**config.mk**
```make
export PLATFORM = sky130hd
export DESIGN_NAME = fft_out_serializer
export DESIGN_NICKNAME = d
export VERILOG_FILES = /design/src/rtl/fft_out_serializer.sv
export SDC_FILE = /design/constraint.sdc
export NUM_CORES = 1
export LEC_CHECK = 0
export CAP_MARGIN = 20
export CELL_PAD_IN_SITES_DETAIL_PLACEMENT = 1
export CELL_PAD_IN_SITES_GLOBAL_PLACEMENT = 2
export CORE_ASPECT_RATIO = 1.2
export CORE_MARGIN = 5
export CORE_UTILIZATION = 35
export CTS_CLUSTER_SIZE = 10
export DETAILED_ROUTE_END_ITERATION = 8
export GPL_TIMING_DRIVEN = 0
export HOLD_SLACK_MARGIN = 0.1
export PLACE_DENSITY_LB_ADDON = 0.2
export SYNTH_ARGS = -nofsm -noshare
export SYNTH_HDL_FRONTEND = slang
export SYNTH_SLANG_ARGS = --single-unit
```
**constraint.sdc**
```tcl
create_clock -name clk -period 16.6 [get_ports clk]
set_input_delay 1.66 -clock clk [delete_from_list [all_inputs] [get_ports clk]]
set_output_delay 1.66 -clock clk [all_outputs]
set_load 0.02 [all_outputs]
```
**src/rtl/fft_out_serializer.sv**
```systemverilog
// fft_out_serializer: captures one parallel FFT frame on a load pulse and
// streams it out one sample per valid/ready handshake, in natural or
// bit-reversed slot order. A load that lands on the final transfer starts
// the next frame without a bubble. Any other load during a stream is dropped
// and raises a sticky overrun flag.
module fft_out_serializer #(
  parameter int N      = 32,
  parameter int MSB    = 16,
  parameter bit BITREV = 1'b0
) (
  input  logic                  clk,
  input  logic                  rst,
  input  logic                  load,
  input  logic [N*MSB-1:0]      data_in,
  input  logic                  out_ready,
  output logic [MSB-1:0]        data_out,
  output logic                  out_valid,
  output logic [$clog2(N)-1:0]  out_index,
  output logic                  out_last,
  output logic                  busy,
  output logic                  overrun
);

  localparam int              KW     = $clog2(N);
  localparam logic [KW-1:0]   K_LAST = KW'(N - 1);

  typedef enum logic {
    IDLE,
    STREAM
  } state_t;

  state_t           state_reg;
  logic [KW-1:0]    k_reg;
  logic [MSB-1:0]   data_out_reg;
  logic             last_reg;
  logic             overrun_reg;
  logic [MSB-1:0]   frame_reg [N];

  logic [KW-1:0]    k_next;
  logic [KW-1:0]    slot_next;
  logic             xfer;
  logic             final_xfer;
  logic             capture;

  assign k_next = k_reg + KW'(1);

  // Map the next ordinal onto the frame slot that must be emitted for it.
  generate
    for (genvar gi = 0; gi < KW; gi++) begin : g_slot
      if (BITREV) begin : g_rev
        assign slot_next[gi] = k_next[KW-1-gi];
      end else begin : g_nat
        assign slot_next[gi] = k_next[gi];
      end
    end
  endgenerate

  // last_reg is only ever set in STREAM, so it marks the final sample.
  assign xfer       = (state_reg == STREAM) && out_ready;
  assign final_xfer = xfer && last_reg;
  assign capture    = load && ((state_reg == IDLE) || final_xfer);

  // Frame storage is only written on an accepted load and needs no reset.
  always_ff @(posedge clk) begin
    if (capture) begin
      for (int s = 0; s < N; s++) begin
        frame_reg[s] <= data_in[s*MSB +: MSB];
      end
    end
  end

  // Stream control: capture, advance on handshake, exit after last sample.
  always_ff @(posedge clk) begin
    if (rst) begin
      state_reg    <= IDLE;
      k_reg        <= '0;
      data_out_reg <= '0;
      last_reg     <= 1'b0;
      overrun_reg  <= 1'b0;
    end else begin
      if (load && !capture) begin
        overrun_reg <= 1'b1;
      end
      if (capture) begin
        // Slot 0 comes first in both orders, so take it straight from the input.
        state_reg    <= STREAM;
        k_reg        <= '0;
        data_out_reg <= data_in[MSB-1:0];
        last_reg     <= 1'b0;
      end else if (xfer) begin
        if (last_reg) begin
          state_reg <= IDLE;
          k_reg     <= '0;
          last_reg  <= 1'b0;
        end else begin
          k_reg        <= k_next;
          data_out_reg <= frame_reg[slot_next];
          last_reg     <= (k_next == K_LAST);
        end
      end
    end
  end

  assign data_out  = data_out_reg;
  assign out_valid = (state_reg == STREAM);
  assign busy      = (state_reg == STREAM);
  assign out_index = k_reg;
  assign out_last  = last_reg;
  assign overrun   = overrun_reg;

endmodule

```
**After elaboration in Yosys (flattened, before gate mapping)**

Memory sizes are Yosys's and may differ from the RTL's.
Cells that the tools add are included.

- Register bits: 24
- Latch bits: 0
- Bits in writable memories: 512
- ROM bits: 0
- Input bits: 516
- Output and inout bits: 25
- Logic and storage cells: 31
- Memories: 1

Memories:

| memory | depth | bits a word | read ports | clocked after memory_dff | write ports | RTL line | RTL |
|---|---|---|---|---|---|---|---|
| frame_reg | 32 | 16 | 1 | 0 | 32 | 37 | `logic [MSB-1:0] frame_reg [N];` |

- Add/subtract/negate cells: 1
- Multipliers: 0
- Divide/modulo/power cells: 0
- Magnitude comparators: 0
- Equal/unequal tests: 2
- Shifts and indexed selects: 0
- Mux-type cells: 10
- Bitwise logic cells: 1
- Reduce and logical (&&, ||, !) cells: 11

Operator list:

| operator | count |
|---|---|
| two-way mux 16 bit | 3 |
| two-way mux 1 bit | 6 |
| adder 5 x 1 -> 5 bit (second input constant) | 1 |
| equality test 5 bit (second input constant) | 1 |
| two-way mux 5 bit | 1 |
| logical AND 1 bit | 4 |
| AND reduction 2 bit | 2 |
| nonzero test 2 bit | 2 |
| inequality test 2 x 1 -> 1 bit (second input constant) | 1 |
| OR reduction 2 bit | 1 |
| logical NOT 1 bit | 1 |
| logical OR 1 bit | 1 |
| inverter 1 bit | 1 |

**Logic depth before layout (Yosys ltp)**

- Depth in word-level cells: 6
- Depth in mapped cells: 14

**Least setup slack after synthesis**

No wires, ideal clock.

- Path type: input to register
- Start point: in out_ready
- End point: mem frame_reg[0][0] (enable)
- Library setup time: 0.859 ns
- Arrival: 11.834 ns
- Required time: 15.741 ns
- Setup slack: 3.907 ns
- Cell stages on the path: 3
- Buffers on the path: 0
- Cells stage by stage: a21boi_0 > nand2b_1 > inv_1

RTL lines:

| item | RTL line | RTL |
|---|---|---|
| start: declaration | 15 | `input logic out_ready,` |
| end: declaration | 37 |  |

**Final worst setup path**

- Start point: reg k_reg[0], in the netlist out_index[0]
- End point: reg data_out_reg[2], in the netlist data_out[2]

- Cells in the longest elaborated chain, start to end: 5

RTL lines:

| item | RTL line | RTL |
|---|---|---|
| start: declaration | 33 | `logic [KW-1:0] k_reg;` |
| start signal: assignment | 96 | `k_reg <= k_next;` |
| adder 5 x 1 -> 5 bit | 45 | `assign k_next = k_reg + KW'(1);` |
| memory (32 x 16 bit) | -- |  |
| two-way mux 16 bit | 91 | `if (last_reg) begin` |
| two-way mux 16 bit | 90 | `end else if (xfer) begin` |
| two-way mux 16 bit | 84 | `if (capture) begin` |
| end signal: assignment | 88 | `data_out_reg <= data_in[MSB-1:0];` |
| end signal: assignment | 97 | `data_out_reg <= frame_reg[slot_next];` |
| end: declaration | 34 | `logic [MSB-1:0] data_out_reg;` |

Every way passes these cells. The select of a mux whose other input is x is not followed.
A chain may end at the register's enable or synchronous reset.

==> metrics.md <==
| Metric | Value |
|---|---|
| Status | complete, no violations |
| Fin Clk Skew | 0.0292 ns |
| DR pass1 iterations | 5 |
| Die width | 233 µm |
| Seq/Total Area, Yosys | 0.761 |
| Critical Path End | data_out[2]$_SDFFE_PP0P_ |
| Crit path required time | 17.09 ns |
| Via count | 12,336 |
| Row count | 98 |
| Clock-pin slew on the worst setup and hold paths | 0.06 ns |
| Finish-stage setup viols | 0 |
| CTS H-Tree Depth | 2 |
| # port buffers | 540 |
| Setup crit start | out_index[0]$_SDFFE_PP0P_ |
| First-pass GRT wire length | 96,600 µm |
| Number of flip-flops in the largest register | 512 |
| Fin. Hold Viols | 0 |
| Number of remaining DRC errors | 0 |
| Adder-cell area share of the yosys netlist | 0.00120 |
| Most frequent cells in the layout | clkdlybuf4s50_1, edfxtp_1, mux4_2, mux2i_1, nand3_1 |
| RR Endpoint | data_out[2]$_SDFFE_PP0P_ |
| PostCTS Resize Cnt | 0 |
| Largest family of logic cells by synthesized area | multiplexers |
| Clock latency on the worst-skew pair | 0.63 ns |
| Root Buffer | clkbuf_16 |
| Setup_tns | 0 ns |
| Share of post-route cells with drive strength above 1 | 0.126 |
| Grt ovf | 0 |
| Setup WS post-layout | 12.34 ns |
| # IOs | 541 |
| Pre-CTS setup slack | 11.85 ns |
| Routed wire per std cell | 27.7 µm |
| Hpwl dp | 53,600 µm |
| Initial Util | 0.351 |
| RSZ-0062 raised after global routing | false |
| DR vias/cell | 4.92 |
| Fin cells | 2,506 |
| Post-route clock period utilization | 0.257 |
| Crit path kind | register to register |
| WP data arrival | 4.75 ns |
| PnR Total Power | 3120 µW |
| R2R Setup Slk | 12.34 ns |
| Cells on Worst Hold Path | 2 |
| Syn nets | 1,566 |
| Netlist cell types | 39 |
| Clock Sinks | 536 |
| P_leak | 0.00999 µW |
| CTS Buf Count | 61 |
| Vias in the first global route | 13,818 |
| Largest net degree at the start of global routing | 143 |
| Reg2Reg Launch Point | out_index[0]$_SDFFE_PP0P_ |
| Total GRT Usage | 0.210 |
| Post-CTS Repair Setup Buffers | 0 |
| Detail Route Antenna Nets | 0 |
| Mapped Area | 20,800 µm² |
| Hold Crit Class | register to register |
| Max_slew headroom | 0.362 |
| Fmax | 235 MHz |
| Compound-Gate Fraction of Synth Area | 0.0348 |
| Die span in y | 277 µm |
| Hold Buf Count CTS | 0 |
| Crit-path max FO | 10 |
| Core area | 59,300 µm² |
| Power per standard cell area | 107 nW/µm² |
| Avg Inst Size Synth | 19.9 µm² |
| Post-Synthesis Cells | 1,048 |
| VDD IR-drop max | 83.6 µV |
| Max-cap violations | 0 |
| Placed Cells | 2,392 |
| Reg2reg path depth | 12 |
| Crit end category | register |
| WHS | 0.485 ns |
| Slew Limit Fails | 0 |
| Area grow syn2layout | 40.0% |
| Startpoint types | register |
| Fin crit period | 4.26 ns |
| CTS tree | built |
| RePlAce Congestion | 0.812 |
| Post-Synth Simple-Gate Area | 0.0414 |
| Xor and xnor area share after synthesis | 0.00210 |
| Worst slew pin tran | 0.953 ns |
| DRT iter0 DRCs | 792 |
| Clock buffer depth | 3 |
| Proportion of synthesized area in mux cells | 0.143 |
| DIE AREA | 64,600 µm² |
| Seq cells post-synth | 536 |
| Wirelength, routed | 69,500 µm |
| Antenna violations before repair | 27 |
| Yosys warning total | 0 |
| Nets | 2,173 |
| Most common cell after layout, fill and taps aside | clkdlybuf4s50_1 |
## cell families (layout without fill, tap and decap cells)
kind of cell	count (synthesis)	in the layout
AOI/OAI and AO/OA	99	99
xor gates and xnor gates	2	2
adders and majority gates	2	2
buffers and inverters	68	707
DFF	536	536
muxes	177	177
other	0	19
and+or+nand+nor	164	164
## how the worst min path moves through the flow
| stage | from | to | slack (ns) |
|---|---|---|---|
| floorplan | overrun$_SDFFE_PP0P_ | overrun$_SDFFE_PP0P_ | 0.57 |
| global placement | overrun$_SDFFE_PP0P_ | overrun$_SDFFE_PP0P_ | 0.45 |
| detailed placement | overrun$_SDFFE_PP0P_ | overrun$_SDFFE_PP0P_ | 0.47 |
| CTS | overrun$_SDFFE_PP0P_ | overrun$_SDFFE_PP0P_ | 0.49 |
| global route | data_out[2]$_SDFFE_PP0P_ | data_out[2]$_SDFFE_PP0P_ | 0.52 |
| finish | overrun$_SDFFE_PP0P_ | overrun$_SDFFE_PP0P_ | 0.48 |
## cells in the mapped netlist
cell	n	area [µm²]
edfxtp_1	512	15400
mux4_2	96	2160
mux2i_1	81	811
nand3_1	65	325
nand2_1	40	150
clkbuf_1	26	97.6
dfxtp_1	24	480
buf_2	22	110
and2_1	17	106
o21ai_0	17	85.1
a211oi_1	16	120
a22oi_1	16	120
a32o_1	16	160
and4_1	16	140
o31ai_1	16	120
buf_4	14	105
nor2_1	10	37.5
a21oi_1	9	45.0
nand2b_1	4	25.0
nor3_1	4	20.0
inv_1	3	11.3
a221o_1	2	20.0
a2bb2oi_1	2	17.5
buf_6	2	22.5
ha_1	2	25.0
nor2b_1	2	12.5
or3_1	2	12.5
a21boi_0	1	7.51
a21o_1	1	7.51
a21oi_2	1	8.76
buf_8	1	15.0
nand3_2	1	10.0
nand4_1	1	6.26
nand4b_1	1	8.76
nor3b_1	1	7.51
o21ai_1	1	5.00
o31a_1	1	8.76
xnor2_2	1	16.3
xor2_4	1	27.5
## worst max-delay path, stage by stage, from the launching register on
cell and delay (ns):
dfxtp_1 0.36, buf_4 0.21, buf_8 0.20, buf_4 0.27, inv_1 0.15, buf_2 0.25, ha_1 0.31, buf_2 0.28
clkbuf_1 0.68, mux4_2 0.45, and2_1 0.18, a211oi_1 0.63, o31ai_1 0.14
## routing by layer
layer,global-route usage,share of wire
met1,0.237,0.36
met5,0,0.0017
met4,0.0776,0.034
met2,0.372,0.53
met3,0.0645,0.071
## area by class of cell
cell class	instances	area, µm²
plain buffers	65	350
multi-input cells	444	4630
inverters	3	18.8
fillers	5717	30200
clock inverters	8	139
clock buffers	87	1630
diodes	19	47.5
flip-flops and latches	536	15900
repair buffers	544	5520
well taps	800	1000
## report_power, final
group          switching, µW  internal (µW)
logic                    118            168
clock network            525            719
registers               20.3           1570
total                    664           2460
## per-stage QoR
| step | utilization | cell area, µm² |
|---|---|---|
| global route | 0.492 | 29200 |
| global placement | 0.459 | 27300 |
| CTS | 0.491 | 29100 |
| floorplan | - | 20800 |
| detailed placement | 0.461 | 27400 |
| finish | 0.492 | 29200 |
Power figures use the tool's default switching activity.
